File: src/rtl/decode_branch_unit_pkg.sv
// rtl/decode_branch_unit_pkg.sv - opcodes, field positions and FSM states for decode_branch_unit
package decode_branch_unit_pkg;

  localparam logic [4:0] OP_B    = 5'b01000;
  localparam logic [4:0] OP_BEQ  = 5'b01001;
  localparam logic [4:0] OP_BNE  = 5'b01010;
  localparam logic [4:0] OP_HALT = 5'b01011;

  localparam int OPC_HI = 31;
  localparam int OPC_LO = 27;
  localparam int RD_HI  = 26;
  localparam int RD_LO  = 22;
  localparam int RS1_HI = 21;
  localparam int RS1_LO = 17;
  localparam int RS2_HI = 16;
  localparam int RS2_LO = 12;
  localparam int IMM_HI = 11;
  localparam int IMM_LO = 0;
  localparam int TGT_HI = 6;
  localparam int TGT_LO = 0;

  typedef enum logic [1:0] {
    ST_RUN    = 2'd0,
    ST_SQUASH = 2'd1,
    ST_HALT   = 2'd2
  } dec_state_t;

endpackage

File: src/rtl/decode_branch_unit_branch_resolve.sv
// rtl/decode_branch_unit_branch_resolve.sv - combinational branch taken / zero-target decision
module branch_resolve
  import decode_branch_unit_pkg::*;
(
  input  logic [4:0] opcode,
  input  logic       zero_flag,
  input  logic [6:0] target,
  output logic       taken,
  output logic       target_zero
);

  always_comb begin
    taken = 1'b0;
    unique case (opcode)
      OP_B:    taken = 1'b1;
      OP_BEQ:  taken = zero_flag;
      OP_BNE:  taken = ~zero_flag;
      default: taken = 1'b0;
    endcase
    target_zero = (target == 7'd0);
  end

endmodule

File: src/rtl/decode_branch_unit.sv
// rtl/decode_branch_unit.sv - decode registers, branch redirect, wrong-path squash and halt latch
module decode_branch_unit
  import decode_branch_unit_pkg::*;
#(
  parameter int CNT_W = 16
) (
  input  logic             clk,
  input  logic             rst_n,
  input  logic [31:0]      Instruccion,
  input  logic             Done,
  input  logic             zero_flag,
  output logic [6:0]       branchResultOut,
  output logic             dec_valid,
  output logic [4:0]       dec_opcode,
  output logic [4:0]       dec_rd,
  output logic [4:0]       dec_rs1,
  output logic [4:0]       dec_rs2,
  output logic [11:0]      dec_imm,
  output logic             halted,
  output logic             branch_err,
  output logic [CNT_W-1:0] retired_count
);

  dec_state_t state;
  logic [1:0] sq_cnt;
  logic       taken;
  logic       target_zero;
  logic [6:0] target;

  assign target = Instruccion[TGT_HI:TGT_LO];

  branch_resolve u_branch_resolve (
    .opcode      (Instruccion[OPC_HI:OPC_LO]),
    .zero_flag   (zero_flag),
    .target      (target),
    .taken       (taken),
    .target_zero (target_zero)
  );

  always_ff @(posedge clk or negedge rst_n) begin
    if (!rst_n) begin
      state           <= ST_RUN;
      sq_cnt          <= 2'd0;
      branchResultOut <= 7'd0;
      dec_valid       <= 1'b0;
      dec_opcode      <= 5'd0;
      dec_rd          <= 5'd0;
      dec_rs1         <= 5'd0;
      dec_rs2         <= 5'd0;
      dec_imm         <= 12'd0;
      halted          <= 1'b0;
      branch_err      <= 1'b0;
      retired_count   <= '0;
    end else begin
      // Pulses default low so a redirect or error never lasts more than one cycle.
      branchResultOut <= 7'd0;
      branch_err      <= 1'b0;
      dec_valid       <= 1'b0;
      case (state)
        ST_RUN: begin
          if (Done) begin
            state  <= ST_HALT;
            halted <= 1'b1;
          end else begin
            dec_valid  <= 1'b1;
            dec_opcode <= Instruccion[OPC_HI:OPC_LO];
            dec_rd     <= Instruccion[RD_HI:RD_LO];
            dec_rs1    <= Instruccion[RS1_HI:RS1_LO];
            dec_rs2    <= Instruccion[RS2_HI:RS2_LO];
            dec_imm    <= Instruccion[IMM_HI:IMM_LO];
            if (retired_count != {CNT_W{1'b1}})
              retired_count <= retired_count + {{(CNT_W-1){1'b0}}, 1'b1};
            if (taken && !target_zero) begin
              branchResultOut <= target;
              sq_cnt          <= 2'd2;
              state           <= ST_SQUASH;
            end else if (taken) begin
              branch_err <= 1'b1;
            end
          end
        end
        ST_SQUASH: begin
          // Leave on the cycle the count reaches zero so the target word is issued.
          sq_cnt <= sq_cnt - 2'd1;
          if (sq_cnt <= 2'd1)
            state <= ST_RUN;
        end
        ST_HALT: begin
          halted <= 1'b1;
        end
        default: begin
          state <= ST_RUN;
        end
      endcase
    end
  end

endmodule
File: config.mk
export PLATFORM = sky130hd
export DESIGN_NAME = decode_branch_unit
export DESIGN_NICKNAME = d
export VERILOG_FILES = /design/src/rtl/decode_branch_unit_pkg.sv /design/src/rtl/decode_branch_unit_branch_resolve.sv /design/src/rtl/decode_branch_unit.sv
export SDC_FILE = /design/constraint.sdc
export NUM_CORES = 1
export LEC_CHECK = 0
export CAP_MARGIN = 20
export CORE_MARGIN = 2
export CORE_UTILIZATION = 33
export DETAILED_ROUTE_END_ITERATION = 12
export SYNTH_ARGS = -nofsm -noshare
export SYNTH_HDL_FRONTEND = slang
export SYNTH_SLANG_ARGS = --single-unit
File: constraint.sdc
create_clock -name clk -period 1.75 [get_ports clk]
set_clock_uncertainty 0.15 [all_clocks]
set_input_delay 0.525 -clock clk [delete_from_list [all_inputs] [get_ports clk]]
set_output_delay 0.525 -clock clk [all_outputs]
set_load 0.005 [all_outputs]
==> metrics.txt <==
# TYPE chip_impl_metric gauge
chip_impl_metric{name="area_delta_synth_final",unit="%"} 67.8
chip_impl_metric{name="floorplan.rows",unit=""} 31
chip_impl_metric{name="max_clock_freq",unit="MHz"} 571
chip_impl_metric{name="synth_warnings",unit=""} 0
chip_impl_metric{name="arrival",unit="ps"} 1820
chip_impl_metric{name="insertion_delay",unit="ps"} 330
chip_impl_info{name="critical_path.startpoint_type",value="register"} 1
chip_impl_metric{name="routed_vias_inst",unit=""} 4.46
chip_impl_metric{name="port_buffers",unit=""} 93
chip_impl_metric{name="cts_bufs_inserted",unit=""} 9
chip_impl_info{name="post_synth_most_frequent_cells",value="sky130_fd_sc_hd__nand2_1 (104), sky130_fd_sc_hd__dfrtp_1 (62), sky130_fd_sc_hd__nand3_1 (9)"} 1
chip_impl_metric{name="clock_tree.htree_level_count",unit=""} 3
chip_impl_metric{name="die-height",unit="µm"} 91.5
chip_impl_info{name="cts_tree",value="done"} 1
chip_impl_metric{name="tritoncts_num_sinks",unit=""} 62
chip_impl_info{name="critical_path.startpoint",value="state[0]$_DFFE_PN0P_"} 1
chip_impl_metric{name="firstDrtPassIters",unit=""} 4
chip_impl_metric{name="post_detailed_route_count_of_antenna_violating_nets",unit=""} 0
chip_impl_info{name="critical_path.cell_chain",value="or3_4 -> a41oi_4 -> buf_6 -> nand2b_4 -> xnor2_2"} 1
chip_impl_metric{name="timing.critical_path.required",unit="ps"} 1820
chip_impl_metric{name="fill_cells",unit=""} 680
chip_impl_metric{name="largest_net_degree_at_the_start_of_global_routing",unit=""} 63
chip_impl_metric{name="finish.net_count",unit=""} 442
chip_impl_metric{name="power_density",unit="nW/µm²"} 946
chip_impl_metric{name="routedWlPerCell",unit="µm"} 12.7
chip_impl_metric{name="cts_hold_buf",unit=""} 0
chip_impl_metric{name="drc",unit=""} 0
chip_impl_metric{name="horizontal_die_dimension",unit="µm"} 91.5
chip_impl_info{name="cts_root_buf",value="sky130_fd_sc_hd__clkbuf_8"} 1
chip_impl_metric{name="worst_slack",unit="ps"} -2.04
chip_impl_metric{name="netlist_area",unit="µm²"} 2530
chip_impl_metric{name="grt_use_total",unit="%"} 16.3
chip_impl_metric{name="critical-path-max-stage-delay",unit="ps"} 480
chip_impl_metric{name="clock_buffer_depth",unit=""} 2
chip_impl_info{name="netlist.top_cell.by_area",value="sky130_fd_sc_hd__dfrtp_1"} 1
chip_impl_info{name="worst_path_slowest_cell",value="sky130_fd_sc_hd__or3_4"} 1
chip_impl_info{name="failing_checks",value="setup timing"} 1
chip_impl_metric{name="grt-ovfl-total",unit=""} 0
chip_impl_metric{name="detail_route.wirelength",unit="µm"} 6480
chip_impl_metric{name="clkTransAtPathRegs",unit="ps"} 70
chip_impl_metric{name="num_antenna_cells",unit=""} 0
chip_impl_metric{name="setup_violations",unit=""} 2
chip_impl_metric{name="worst_setup_slack_after_placement",unit="ps"} -624
chip_impl_metric{name="synth_seq_cells",unit=""} 62
chip_impl_metric{name="static-leakage-power",unit="µW"} 0.00229
chip_impl_info{name="setup.worst_path.class",value="register to register"} 1
chip_impl_info{name="most_instantiated_flip_flop_cell_in_the_synthesis_netlist",value="sky130_fd_sc_hd__dfrtp_1"} 1
chip_impl_metric{name="postLayoutCoreUtil",unit="%"} 57.9
chip_impl_info{name="grt_setup_unrepaired",value="yes"} 1
chip_impl_metric{name="slew-limit-headroom",unit="%"} 77.3
chip_impl_metric{name="dp.final_hpwl",unit="µm"} 4460
chip_impl_metric{name="yosysUniqueCellTypes",unit=""} 33
chip_impl_metric{name="yosys.area.top_type_share",unit="%"} 61.4
chip_impl_metric{name="drv.max_cap_violation_count",unit=""} 0
chip_impl_metric{name="worstPathMaxFanout",unit=""} 7
chip_impl_metric{name="core_area",unit="µm²"} 7330
chip_impl_metric{name="number_of_flops_mapped_to_enable_cells_by_yosys",unit=""} 0
chip_impl_metric{name="syn_area_per_cell",unit="µm²"} 10.0
chip_impl_metric{name="vdd_drop_max",unit="mV"} 0.475
chip_impl_info{name="crit_path_end_kind",value="register"} 1
chip_impl_metric{name="final-hold-violation-count",unit=""} 0
chip_impl_metric{name="tightestPinTransition",unit="ps"} 339
chip_impl_metric{name="initialDrtViolationCount",unit=""} 59
chip_impl_info{name="yosysMostFrequentCell",value="sky130_fd_sc_hd__nand2_1"} 1
chip_impl_info{name="reg_to_reg_critical_path_startpoint",value="state[0]$_DFFE_PN0P_"} 1
chip_impl_metric{name="floorplan.initialDensity",unit="%"} 34.5
chip_impl_metric{name="total_i_o_pin_count",unit=""} 94
chip_impl_metric{name="grt_pass1_wl",unit="µm"} 10900
chip_impl_metric{name="post_synth_inst_count",unit=""} 252
chip_impl_metric{name="fp.dieArea",unit="µm²"} 8380
chip_impl_metric{name="detailroute.via_count",unit=""} 2265
chip_impl_metric{name="final_layout_size_suffix_gt1_share",unit="%"} 25.2
chip_impl_metric{name="synthArstFlopShare",unit="%"} 100
chip_impl_metric{name="antenna_found_initial",unit=""} 0
chip_impl_metric{name="grt_pass1_vias",unit=""} 2287
chip_impl_info{name="holdCritPathClass",value="input port to asynchronous set/reset pin"} 1
chip_impl_metric{name="finalMaxSlewViolations",unit=""} 0
chip_impl_metric{name="final.min_clock_period",unit="ps"} 1750
chip_impl_info{name="top_cells_by_area_in_the_synthesized_netlist",value="sky130_fd_sc_hd__dfrtp_1 (61%), sky130_fd_sc_hd__nand2_1 (15%), sky130_fd_sc_hd__xnor2_1 (2.4%)"} 1
chip_impl_metric{name="synth_sequential_area_ratio",unit="%"} 61.4
chip_impl_metric{name="synth_fp_nets",unit=""} 290
chip_impl_info{name="run_status",value="finished with violations"} 1
chip_impl_metric{name="gp_congestion",unit=""} 0.826
chip_impl_metric{name="timing.final.crit_share",unit="%"} 100
[report_power, final]
group	internal, µW	total, µW	switching (µW)
logic	568	960	392
clock network	729	1260	534
registers	1670	1790	120
[placed cells by master (no fill, tap or decap), drive strengths merged, types with 4 or more instances in the layout]
| master | instances |
|---|---|
| buf | 60 |
| dlygate4sd2 | 57 |
| clkdlybuf4s50 | 30 |
| nor2 | 7 |
| clkbuf | 14 |
| and2 | 5 |
| xnor2 | 7 |
| nand3 | 9 |
| dfrtp | 62 |
| nand4 | 4 |
| nand2 | 104 |
| and3 | 6 |
[cell families after synthesis]
group / synth area share, %
flops: 61.4
xor+xnor: 3.46
fa+ha+maj: 0.989
compound gates: 3.17
simple gates: 26.3
mux: 2.08
buf+inv: 2.67
[cell type report]
type / instances / area (µm²) / area share (%)
Clock buffer: 12 / 155 / 3.66
Clock inverter: 4 / 45.0 / 1.06
Inverter: 3 / 13.8 / 0.324
Multi-Input combinational cell: 176 / 1040 / 24.5
Sequential cell: 62 / 1550 / 36.6
Tap cell: 99 / 124 / 2.92
Timing Repair Buffer: 152 / 1310 / 30.9
[path summary, 6_finish.rpt]
| path | depth (start not counted) | slack [ps] | to |
|---|---|---|---|
| min in group clk | 2 | 320 | dec_imm[9]$_DFFE_PN0P_ |
| worst max register to register | 5 | -2 | retired_count[3]$_DFFE_PN0P_ |
| worst max-delay path | 5 | -2 | retired_count[3]$_DFFE_PN0P_ |
| worst min-delay path | 2 | 40 | retired_count[11]$_DFFE_PN0P_ |
| max in group asynchronous | 2 | 1130 | dec_rs2[0]$_DFFE_PN0P_ |
| worst min register to register | 2 | 320 | dec_imm[9]$_DFFE_PN0P_ |
[flip-flops by register name, indices dropped and copies added (netlist names)]
| register | cells |
|---|---|
| retired_count | 16 |
| dec_valid | 1 |
| dec_rs1 | 5 |
| branch_err | 1 |
| dec_rd | 5 |
| halted | 1 |
| dec_opcode | 5 |
| dec_rs2 | 5 |
| sq_cnt | 2 |
| dec_imm | 12 |
| branchResultOut | 7 |
| state | 2 |
[timing repair]
action | 4_1_cts | 5_1_grt
setup buffers | 23 | 1
endpoints found under the setup margin | 117 | 22
hold endpoints to repair | 0 | 0
pin swaps | 6 | 11
resized for setup | 75 | 18
[stage by stage]
step / instances / power [µW] / cell area, µm² / hold WS, ps / TNS (ps)
global route: 508 / 4280 / 4240 / 62.8 / -436
floorplan: 252 / 2070 / 2550 / 79.4 / -207
detailed placement: 469 / 2790 / 3830 / 305 / -28690
CTS: 508 / 4030 / 4190 / 57.3 / 0
global placement: 469 / 2770 / 3830 / 304 / -27210
finish: 508 / 4020 / 4240 / 42.0 / -2.27
[layer usage]
metal	wire length, µm	vias to the layer above	global-route usage (%)
met1	2940	1063	21.5
met3	412	10	4.56
met5	0	-	0
li1	-	1124	-
met4	97	0	6.06
met2	3030	68	25.6
[worst max-delay path: cells and delay by family (launching register included)]
kind	cells	cell delay, ps
AND/OR/NAND/NOR	2	530
flip-flops	1	390
AO/OA/AOI/OAI	1	290
buffers and inverters	1	160
XOR/XNOR	1	120
(Power assumes the default switching activity.)
